==> config.mk <==
export PLATFORM = sky130hd
export DESIGN_NAME = fiber_pe_arbiter
export DESIGN_NICKNAME = d
export VERILOG_FILES = /design/src/rtl/fiber_pe_arbiter.sv
export SDC_FILE = /design/constraint.sdc
export NUM_CORES = 1
export LEC_CHECK = 0
export CAP_MARGIN = 15
export CORE_AREA = 5 5 184 186
export DETAILED_ROUTE_END_ITERATION = 12
export DIE_AREA = 0 0 189 191
export GPL_ROUTABILITY_DRIVEN = 0
export SLEW_MARGIN = 20
export SYNTH_ARGS = -nofsm -noshare
export SYNTH_HDL_FRONTEND = slang
export SYNTH_SLANG_ARGS = --single-unit
==> constraint.sdc <==
create_clock -name i_clk -period 6.8 [get_ports i_clk]
set_clock_uncertainty 0.1 [all_clocks]
set_input_delay 1.36 -clock i_clk [delete_from_list [all_inputs] [get_ports i_clk]]
set_output_delay 1.36 -clock i_clk [all_outputs]
set_load 0.02 [all_outputs]
==> src/rtl/fiber_pe_arbiter.sv <==
// Round-robin front end of one fiber cache bank: arbitrates N_PE request ports into
// a registered bank slice and steers in-order read responses back to their requester.
module fiber_pe_arbiter #(
    parameter int N_PE            = 4,
    parameter int DATA_WIDTH      = 16,
    parameter int ADDR_WIDTH      = 64,
    parameter int MAX_OUTSTANDING = 8
) (
    input  logic                               i_clk,
    input  logic                               i_nreset,
    input  logic [4*N_PE-1:0]                  i_pe_type,
    input  logic [ADDR_WIDTH*N_PE-1:0]         i_pe_addr,
    input  logic [DATA_WIDTH*N_PE-1:0]         i_pe_data,
    input  logic [N_PE-1:0]                    i_pe_valid,
    output logic [N_PE-1:0]                    o_pe_ready,
    output logic [DATA_WIDTH-1:0]              o_pe_rdata,
    output logic [N_PE-1:0]                    o_pe_rvalid,
    input  logic [N_PE-1:0]                    i_pe_rready,
    output logic [3:0]                         o_bank_type,
    output logic [ADDR_WIDTH-1:0]              o_bank_addr,
    output logic [DATA_WIDTH-1:0]              o_bank_data,
    output logic                               o_bank_valid,
    input  logic                               i_bank_ready,
    input  logic [DATA_WIDTH-1:0]              i_bank_rdata,
    input  logic                               i_bank_rvalid,
    output logic                               o_bank_rready,
    output logic [$clog2(MAX_OUTSTANDING):0]   o_outstanding,
    output logic                               o_err
);

    // Handshakes: a transfer happens on a rising edge where valid and ready are both
    // high; valid never waits on ready, and a held valid keeps its payload stable.

    localparam int PW = (N_PE > 1) ? $clog2(N_PE) : 1;
    localparam int FW = (MAX_OUTSTANDING > 1) ? $clog2(MAX_OUTSTANDING) : 1;
    localparam int CW = $clog2(MAX_OUTSTANDING) + 1;

    logic [PW-1:0]   rr_ptr;
    logic [N_PE-1:0] pe_rd;
    logic [N_PE-1:0] pe_legal;
    logic [N_PE-1:0] eligible;
    logic            slice_free;
    logic            fifo_full;
    logic            fifo_empty;
    logic            grant_found;
    logic [PW-1:0]   grant_idx;
    logic [PW-1:0]   cand;
    logic            grant;
    logic [3:0]      grant_type;
    logic            grant_legal;
    logic            grant_rd;
    logic            push;
    logic            pop;
    logic            spurious;

    logic [PW-1:0]   id_mem [MAX_OUTSTANDING];
    logic [FW-1:0]   wr_ptr;
    logic [FW-1:0]   rd_ptr;
    logic [CW-1:0]   count;
    logic [PW-1:0]   head;

    assign fifo_full  = (count == CW'(MAX_OUTSTANDING));
    assign fifo_empty = (count == '0);
    assign slice_free = ~o_bank_valid | i_bank_ready;

    always_comb begin
        pe_rd    = '0;
        pe_legal = '0;
        eligible = '0;
        for (int p = 0; p < N_PE; p++) begin
            pe_rd[p]    = (i_pe_type[4*p +: 4] == 4'b0010) || (i_pe_type[4*p +: 4] == 4'b1000);
            pe_legal[p] = (i_pe_type[4*p +: 4] != 4'b0000) &&
                          ((i_pe_type[4*p +: 4] & (i_pe_type[4*p +: 4] - 4'd1)) == 4'b0000);
            eligible[p] = i_pe_valid[p] && !(pe_rd[p] && fifo_full);
        end
    end

    // First eligible PE at or after the pointer; PW-bit addition wraps modulo N_PE.
    always_comb begin
        grant_found = 1'b0;
        grant_idx   = '0;
        cand        = '0;
        for (int k = 0; k < N_PE; k++) begin
            cand = rr_ptr + PW'(k);
            if (!grant_found && eligible[cand]) begin
                grant_found = 1'b1;
                grant_idx   = cand;
            end
        end
    end

    assign grant       = slice_free & grant_found;
    assign grant_type  = i_pe_type[4*int'(grant_idx) +: 4];
    assign grant_legal = pe_legal[grant_idx];
    assign grant_rd    = pe_rd[grant_idx];
    assign o_pe_ready  = (grant && i_nreset) ? (N_PE'(1) << grant_idx) : '0;

    assign head          = id_mem[rd_ptr];
    assign push          = grant & grant_legal & grant_rd;
    assign pop           = i_bank_rvalid & ~fifo_empty & i_pe_rready[head];
    assign spurious      = i_bank_rvalid & fifo_empty;
    assign o_pe_rdata    = i_bank_rdata;
    assign o_pe_rvalid   = (!fifo_empty && i_bank_rvalid) ? (N_PE'(1) << head) : '0;
    assign o_bank_rready = i_nreset & (fifo_empty | i_pe_rready[head]);
    assign o_outstanding = count;

    always_ff @(posedge i_clk or negedge i_nreset) begin
        if (!i_nreset) begin
            o_bank_valid <= 1'b0;
            o_bank_type  <= '0;
            o_bank_addr  <= '0;
            o_bank_data  <= '0;
            rr_ptr       <= '0;
            o_err        <= 1'b0;
        end else begin
            // An illegal grant is consumed here: the slice is free, so it simply empties.
            if (grant && grant_legal) begin
                o_bank_valid <= 1'b1;
                o_bank_type  <= grant_type;
                o_bank_addr  <= i_pe_addr[ADDR_WIDTH*int'(grant_idx) +: ADDR_WIDTH];
                o_bank_data  <= i_pe_data[DATA_WIDTH*int'(grant_idx) +: DATA_WIDTH];
            end else if (i_bank_ready) begin
                o_bank_valid <= 1'b0;
            end
            if (grant) begin
                rr_ptr <= grant_idx + PW'(1);
            end
            if ((grant && !grant_legal) || spurious) begin
                o_err <= 1'b1;
            end
        end
    end

    always_ff @(posedge i_clk) begin
        if (push) begin
            id_mem[wr_ptr] <= grant_idx;
        end
    end

    always_ff @(posedge i_clk or negedge i_nreset) begin
        if (!i_nreset) begin
            wr_ptr <= '0;
            rd_ptr <= '0;
            count  <= '0;
        end else begin
            if (push) begin
                wr_ptr <= wr_ptr + FW'(1);
            end
            if (pop) begin
                rd_ptr <= rd_ptr + FW'(1);
            end
            case ({push, pop})
                2'b10:   count <= count + CW'(1);
                2'b01:   count <= count - CW'(1);
                default: count <= count;
            endcase
        end
    end

endmodule

==> run summary, run 1 <==
CP required: 5.34 ns
Num Clock Sinks: 114
die area: 36,100 sq um
IO Port Bufs: 446
final net count: 1,852
Tcrit/Tclk final: 83.97%
RR Startpoint: o_outstanding[0]
Rows: 66
Synth cell types: 53
cts repair resizes: 0
crit-path max cell delay: 0.54 ns
largest net degree at the start of global routing: 170
actual slew at the worst max-slew pin: 0.9568 ns
status: completed
share of layout cells above drive strength 1: 4.223%
synthesis-to-finish area growth: 68.56%
Top FF cell, synth: dfrtp_1
commonest cells after routing, fill and taps aside: 445 x clkdlybuf4s50_1, 266 x nand2_1, 250 x nor2_1
DRT iter0 DRCs: 480
Pins Over Slew Limit: 0
# DRC: 0
I/O Pins: 479
CTS Root Cell: clkbuf_16
number of diodes: 0
kind of critical path: in2out
# setup viols final: 0
routed vias/inst: 4.596
dpl hpwl: 24,040 um
TritonCTS clock tree: done
CTS Buf Count: 17
die height: 191 um
worst path cell trace: clkdlybuf4s50_1 > or2_2 > o31ai_1 > o22ai_1 > nor3_4 > inv_6 > ha_1 > and3_1 > clkdlybuf4s50_1
Worst R2R End: o_outstanding[2]
worst reg-to-reg path cell count: 16
Warnings, synthesis: 0
Worst Hold Class: reg2reg
WP buf/inv: 3
Top cell by count, worst path: clkdlybuf4s50_1
Setup Buffers After CTS: 0
Chip Width: 189 um
Syn Area/Cell: 6.939 sq um
Yosys reg bits: 114
Crit path max-delay family: buffers and inverters
Syn Inst Count: 1,099
Total Routing Usage GR: 16.52%
synthesized net count: 1,472
CP Launch Type: input port
CTS Buffer Depth: 2
Leak: 5.322 nW
worst hold slack: 0.3762 ns
Congestion Overflow GR: 0
Synth async-reset ratio: 85.96%
CTS HTree Levels: 4
sequential area share after synthesis: 38.46%
Initial Utilization: 23.74%
Routed WL per cell: 16.49 um
vias in the first global route: 8,735
commonest non-fill, non-tap cell in the layout: clkdlybuf4s50_1
antenna viol nets, final: 0
Worst Setup EP: o_pe_ready[2]
CP Launch Point: i_pe_type[0]
RSZ-0062 raised after global routing: no
relative slew slack: 36.21%
first-pass GRT wire length: 47,760 um
reg2reg setup slack: 2.04 ns
Synth Cell Area: 7626 sq um
Crit. End Element: output port
initial antenna violation count: 0
hold_buf cts: 0
Filler cells: 3,335
fmax: 175.1 MHz
clk_lat worst skew: 0.40 ns
number of flops mapped to enable cells by yosys: 16
vias after detailed routing: 8,732
final wirelength: 31,330 um
clk slew on worst S/H paths: 0.06 ns
MaxCap Viol Count: 0
Fin. Hold Viols: 0
Tmin final: 5.710 ns
Levels on crit path: 9
Core ar.: 32,120 sq um
Peak supply drop: 0.2761 mV
PD cells: 396.2 nW/um^2
setup TNS: 0 ns
Max Fanout on Critical Path: 14
drt first pass iters: 5
critical path arrival: 4.25 ns
CP max-delay cell: clkdlybuf4s50_1
through the flow:
step / utilization (%) / instances / total power [W] / setup slack (ns) / instance area, sq um
after floorplan: - / 1099 / 0.002997 / 1.564 / 7626
after global placement: 38.22 / 1868 / 0.004235 / 1.101 / 12280
after detailed placement: 38.22 / 1868 / 0.004264 / 1.097 / 12280
after CTS: 40.02 / 1900 / 0.005173 / 1.093 / 12850
after global routing: 40.02 / 1900 / 0.005540 / 0.8756 / 12850
final: 40.02 / 1900 / 0.005093 / 1.090 / 12850
layer usage:
layer | track usage, % | share of wire, % | vias to the layer above
met5 | 0 | 0 | -
met3 | 5.625 | 8.4 | 46
li1 | - | - | 4396
met1 | 19.48 | 41 | 3914
met4 | 6.110 | 3.2 | 0
met2 | 27.97 | 47 | 376
worst min-delay path by stage:
stage / startpoint / end / slack [ns] / cells after the start
global route: o_bank_addr[42] / o_bank_addr[42] / 0.40 / 2
CTS: o_bank_addr[23] / o_bank_addr[23] / 0.38 / 2
detailed placement: o_bank_type[3] / o_bank_type[3] / 0.37 / 1
floorplan: rd_ptr[2] / rd_ptr[2] / 0.40 / 1
global placement: o_bank_data[13] / o_bank_data[13] / 0.36 / 2
finish: o_bank_type[3] / o_bank_type[3] / 0.38 / 1
synth_stat cells (all sizes together), types with 3 or more instances:
master,number,area (sq um)
nor4,3,18.77
nor2b,4,25.02
and3,9,56.30
a21o,4,30.03
or4b,3,30.03
edfxtp,16,480.5
nor2,251,942.2
dfrtp,98,2452
o41ai,3,33.79
mux2,3,33.78
a21oi,4,20.02
o21ai,172,860.8
mux2i,6,60.06
nor3,6,41.29
or2,3,18.77
a311oi,4,35.03
nand2,266,998.5
nand3,80,400.4
inv,5,18.76
buf,42,229.0
xor2,10,87.58
mux4,4,90.09
nand2b,5,31.28
ha,9,112.6
xnor2,7,61.31
clkbuf,54,202.7
layout make-up:
class,instances,area [sq um],share of cell area [%]
Clock inverter,11,107.6,0.8371
Tap cell,408,510.5,3.971
Clock buffer,21,470.5,3.660
Timing Repair Buffer,457,4557,35.45
Sequential cell,114,2933,22.81
Multi-Input combinational cell,884,4250,33.06
Inverter,5,26.28,0.2044
kinds of logic after synthesis:
group | synth area share [%]
xor+xnor | 1.952
buf+inv | 5.906
fa+ha+maj | 1.477
mux | 2.412
flops | 38.46
simple gates | 34.72
compound gates | 15.08
flip-flops by register name, indices dropped and copies added, names as in the netlist:
signal         cells
o_bank_addr       64
o_bank_data       16
id_mem            16
o_bank_type        4
rr_ptr             2
o_bank_valid       1
o_outstanding      4
rd_ptr             3
o_err              1
wr_ptr             3
worst reg2reg max path, cell delays in order (launching register included):
cell	delay, ns
dfrtp_1	0.47
or4b_1	0.72
o41ai_1	0.75
o211ai_1	0.19
o2111a_1	0.30
buf_4	0.24
a2111oi_2	0.38
nor2_4	0.10
nor2b_1	0.20
inv_1	0.09
ha_1	0.27
xor2_1	0.16
ha_1	0.18
a21oi_1	0.14
xor2_1	0.15
nor2_1	0.06
xor2_1	0.14
power breakdown:
| group | total, W | internal (W) | switching, W |
|---|---|---|---|
| combinational | 0.00300 | 0.00124 | 0.00177 |
| sequential | 0.00122 | 0.00101 | 0.000204 |
| clock | 0.000874 | 0.000533 | 0.000341 |
Note: power is estimated with default switching activity, not from simulation.
==> inputs of run 2 (changes only) <==
--- a/config.mk
+++ b/config.mk
@@ -6,9 +6,9 @@
 export NUM_CORES = 1
 export LEC_CHECK = 0
 export CAP_MARGIN = 15
-export CORE_AREA = 5 5 184 186
+export CORE_AREA = 5 5 181 183
 export DETAILED_ROUTE_END_ITERATION = 12
-export DIE_AREA = 0 0 189 191
+export DIE_AREA = 0 0 186 188
 export GPL_ROUTABILITY_DRIVEN = 0
 export SLEW_MARGIN = 20
 export SYNTH_ARGS = -nofsm -noshare
==> constraint.sdc (replaced) <==
create_clock -name i_clk -period 5.79 [get_ports i_clk]
set_clock_uncertainty 0.1 [all_clocks]
set_input_delay 1.158 -clock i_clk [delete_from_list [all_inputs] [get_ports i_clk]]
set_output_delay 1.158 -clock i_clk [all_outputs]
set_load 0.02 [all_outputs]
==> run 2 against run 1 <==
Register-to-register slack got worse by 1.1 ns. Sequential power increased by 18%. Wire length increased by 0.20%. Critical path type unchanged. Largest cell class unchanged.
==> run summary, run 2 (same netlist as run 1, synthesis figures left out) <==
synthesis-to-finish area growth: 69.02%
Max Fanout on Critical Path: 13 (-1)
RSZ-0062 raised after global routing: no
GR peak layer: met2
met1 GRT Util: 20.27% (+0.78 points)
Chip Width: 186 um (-1.6%)
Crit. End Element: output port
DRT iter0 DRCs: 431 (-10%)
Biggest register: o_bank_addr
MaxCap Viol Count: 0 (unchanged)
Core ar.: 31,070 sq um (-3.3%)
Setup Buffers After CTS: 0 (unchanged)
Pint: 0.003375 W (+21%)
number of diodes: 0 (unchanged)
die height: 188 um (-1.6%)
CTS Root Cell: clkbuf_16
Leak: 5.355 nW (+0.61%)
CTS Buffer Depth: 2 (unchanged)
power share of the clock group: 18.2% (+1.0 points)
Routed WL per cell: 16.56 um (+0.47%)
Fin. Hold Viols: 0 (unchanged)
dpl hpwl: 24,280 um (+0.99%)
Congestion Overflow GR: 0 (unchanged)
final wirelength: 31,390 um (+0.20%)
cts repair resizes: 0 (unchanged)
routed vias/inst: 4.577 (-0.40%)
vias in the first global route: 8,536 (-2.3%)
# DRC: 0 (unchanged)
Total Routing Usage GR: 17.13% (+0.61 points)
final net count: 1,853 (+0.054%)
met3 usage: 4.656% (-0.97 points)
first-pass GRT wire length: 47,010 um (-1.6%)
Tmin final: 5.468 ns
RR Startpoint: o_outstanding[0]
commonest cells after routing, fill and taps aside: 445 x clkdlybuf4s50_1, 266 x nand2_1, 250 x nor2_1
initial antenna violation count: 1 (+1)
share of layout cells above drive strength 1: 4.019% (-0.20 points)
I/O Pins: 479 (unchanged)
setup TNS: 0 ns (unchanged)
CP required: 4.53 ns (-0.81 ns)
actual slew at the worst max-slew pin: 0.9155 ns (-0.04128 ns)
min-delay src: o_bank_addr[60]
# setup viols final: 0 (unchanged)
vias after detailed routing: 8,674 (-0.66%)
Rows: 65 (-1.5%)
top flop regs: o_bank_addr: 64 flops, id_mem: 16 flops, o_bank_data: 16 flops
pre-CTS WS: 0.2885 ns (-0.8082 ns)
Peak supply drop: 0.3800 mV (+38%)
Placed Instances: 1,863 (-0.27%)
relative slew slack: 38.97% (+2.8 points)
clk_lat worst skew: 0.40 ns (about the same)
CTS Buf Count: 17 (unchanged)
GR Util met2: 29.31% (+1.3 points)
Worst Hold Class: reg2reg
PD cells: 471.1 nW/um^2 (+19%)
Pins Over Slew Limit: 0 (unchanged)
CP Launch Point: i_pe_type[0]
Tcrit/Tclk final: 94.43%
hold_buf cts: 0 (unchanged)
CTS HTree Levels: 4 (unchanged)
worst hold slack: 0.3752 ns (-0.001091 ns)
fmax: 182.9 MHz
TritonCTS clock tree: done
switching power: 0.002697 W (+17%)
Num Clock Sinks: 114 (unchanged)
largest net degree at the start of global routing: 170 (unchanged)
commonest non-fill, non-tap cell in the layout: clkdlybuf4s50_1
Initial Utilization: 24.55% (+0.81 points)
Combinational Power Share: 58.1% (-0.9 points)
clk slew on worst S/H paths: 0.06 ns (about the same)
drt first pass iters: 6 (+1)
CP Launch Type: input port
status: completed
Seq pwr share: 23.7% (-0.2 points)
critical path arrival: 4.21 ns (-0.04 ns)
max FFs per register: 64 (unchanged)
Post-Layout Cell Count: 1,895 (-0.26%)
Net Sw Frac: 44.42% (-0.97 points)
die area: 34,970 sq um (-3.1%)
kind of critical path: in2out
PnR worst setup slack: 0.3223 ns (-0.7680 ns)
IO Port Bufs: 446 (unchanged)
antenna viol nets, final: 0 (unchanged)
==> run 2: cell types whose count changed in the layout (fill, tap and decap cells not counted) <==
cell	previous run	this run
bufinv_16	1	4
clkinvlp_4	5	1
clkinv_4	4	2
clkbuf_8	3	1
clkinv_2	1	2
clkbuf_1	1	5
buf_4	11	12
==> run 2: metrics by stage <==
| stage | power [W] | utilization (%) | instance area, sq um |
|---|---|---|---|
| after global placement | 0.004983 | 39.52 | 12280 |
| after detailed placement | 0.005028 | 39.52 | 12280 |
| final | 0.006072 | 41.49 | 12890 |
| after CTS | 0.006175 | 41.49 | 12890 |
| after floorplan | 0.003520 | - | 7626 |
| after global routing | 0.006585 | 41.49 | 12890 |
==> run 2: final timing paths <==
path,endpoint,depth (start not counted),slack (ns)
setup / recovery,o_pe_ready[2],9,0.32
hold / removal,o_bank_addr[60],2,0.38
setup reg to reg,o_outstanding[2],16,0.91
hold reg to reg,o_bank_addr[60],2,0.38
max in group asynchronous,o_bank_addr[21],2,3.70
min in group asynchronous,o_err,1,0.73
==> run 2: routing by layer <==
metal  up-vias  part of all wire [%]  routed length [um]
met4         2                   3.8                1186
li1       4394                     -                   -
met5         -                 0.035                  11
met1      3886                    40               12580
met2       330                    49               15330
met3        62                   7.3                2280
==> run 2: cell type report <==
type | instances | area (sq um)
inverters | 5 | 26.28
fillers | 3236 | 18180
multi-input cells | 884 | 4250
clock inverters | 9 | 155.1
flip-flops and latches | 114 | 2933
well taps | 402 | 503.0
clock buffers | 23 | 457.9
repair buffers | 458 | 4564
==> run 2: worst max-delay path, cell delays in order <==
cell and delay [ns]:
clkdlybuf4s50_1 0.49, or2_2 0.35, o31ai_1 0.42, o22ai_1 0.27, nor3_4 0.48, inv_6 0.12, ha_1 0.21, and3_1 0.16
clkdlybuf4s50_1 0.54
==> run 2: power by group through the flow <==
stage	clock [W]	sequential [W]	combinational, W
global route	0.00119	0.00149	0.00391
finish	0.00111	0.00144	0.00353
CTS	0.00115	0.00144	0.00359
detailed placement	0	0.00145	0.00358
floorplan	0	0.00176	0.00176
global placement	0	0.00144	0.00355
==> inputs of run 3 (changes only) <==
--- a/config.mk
+++ b/config.mk
@@ -7,6 +7,7 @@
 export LEC_CHECK = 0
 export CAP_MARGIN = 15
 export CORE_AREA = 5 5 181 183
+export CTS_CLUSTER_DIAMETER = 50
 export DETAILED_ROUTE_END_ITERATION = 12
 export DIE_AREA = 0 0 186 188
 export GPL_ROUTABILITY_DRIVEN = 0
==> results of run 3 <==
The final DEF is identical to that of run 2; final timing and power are the same.
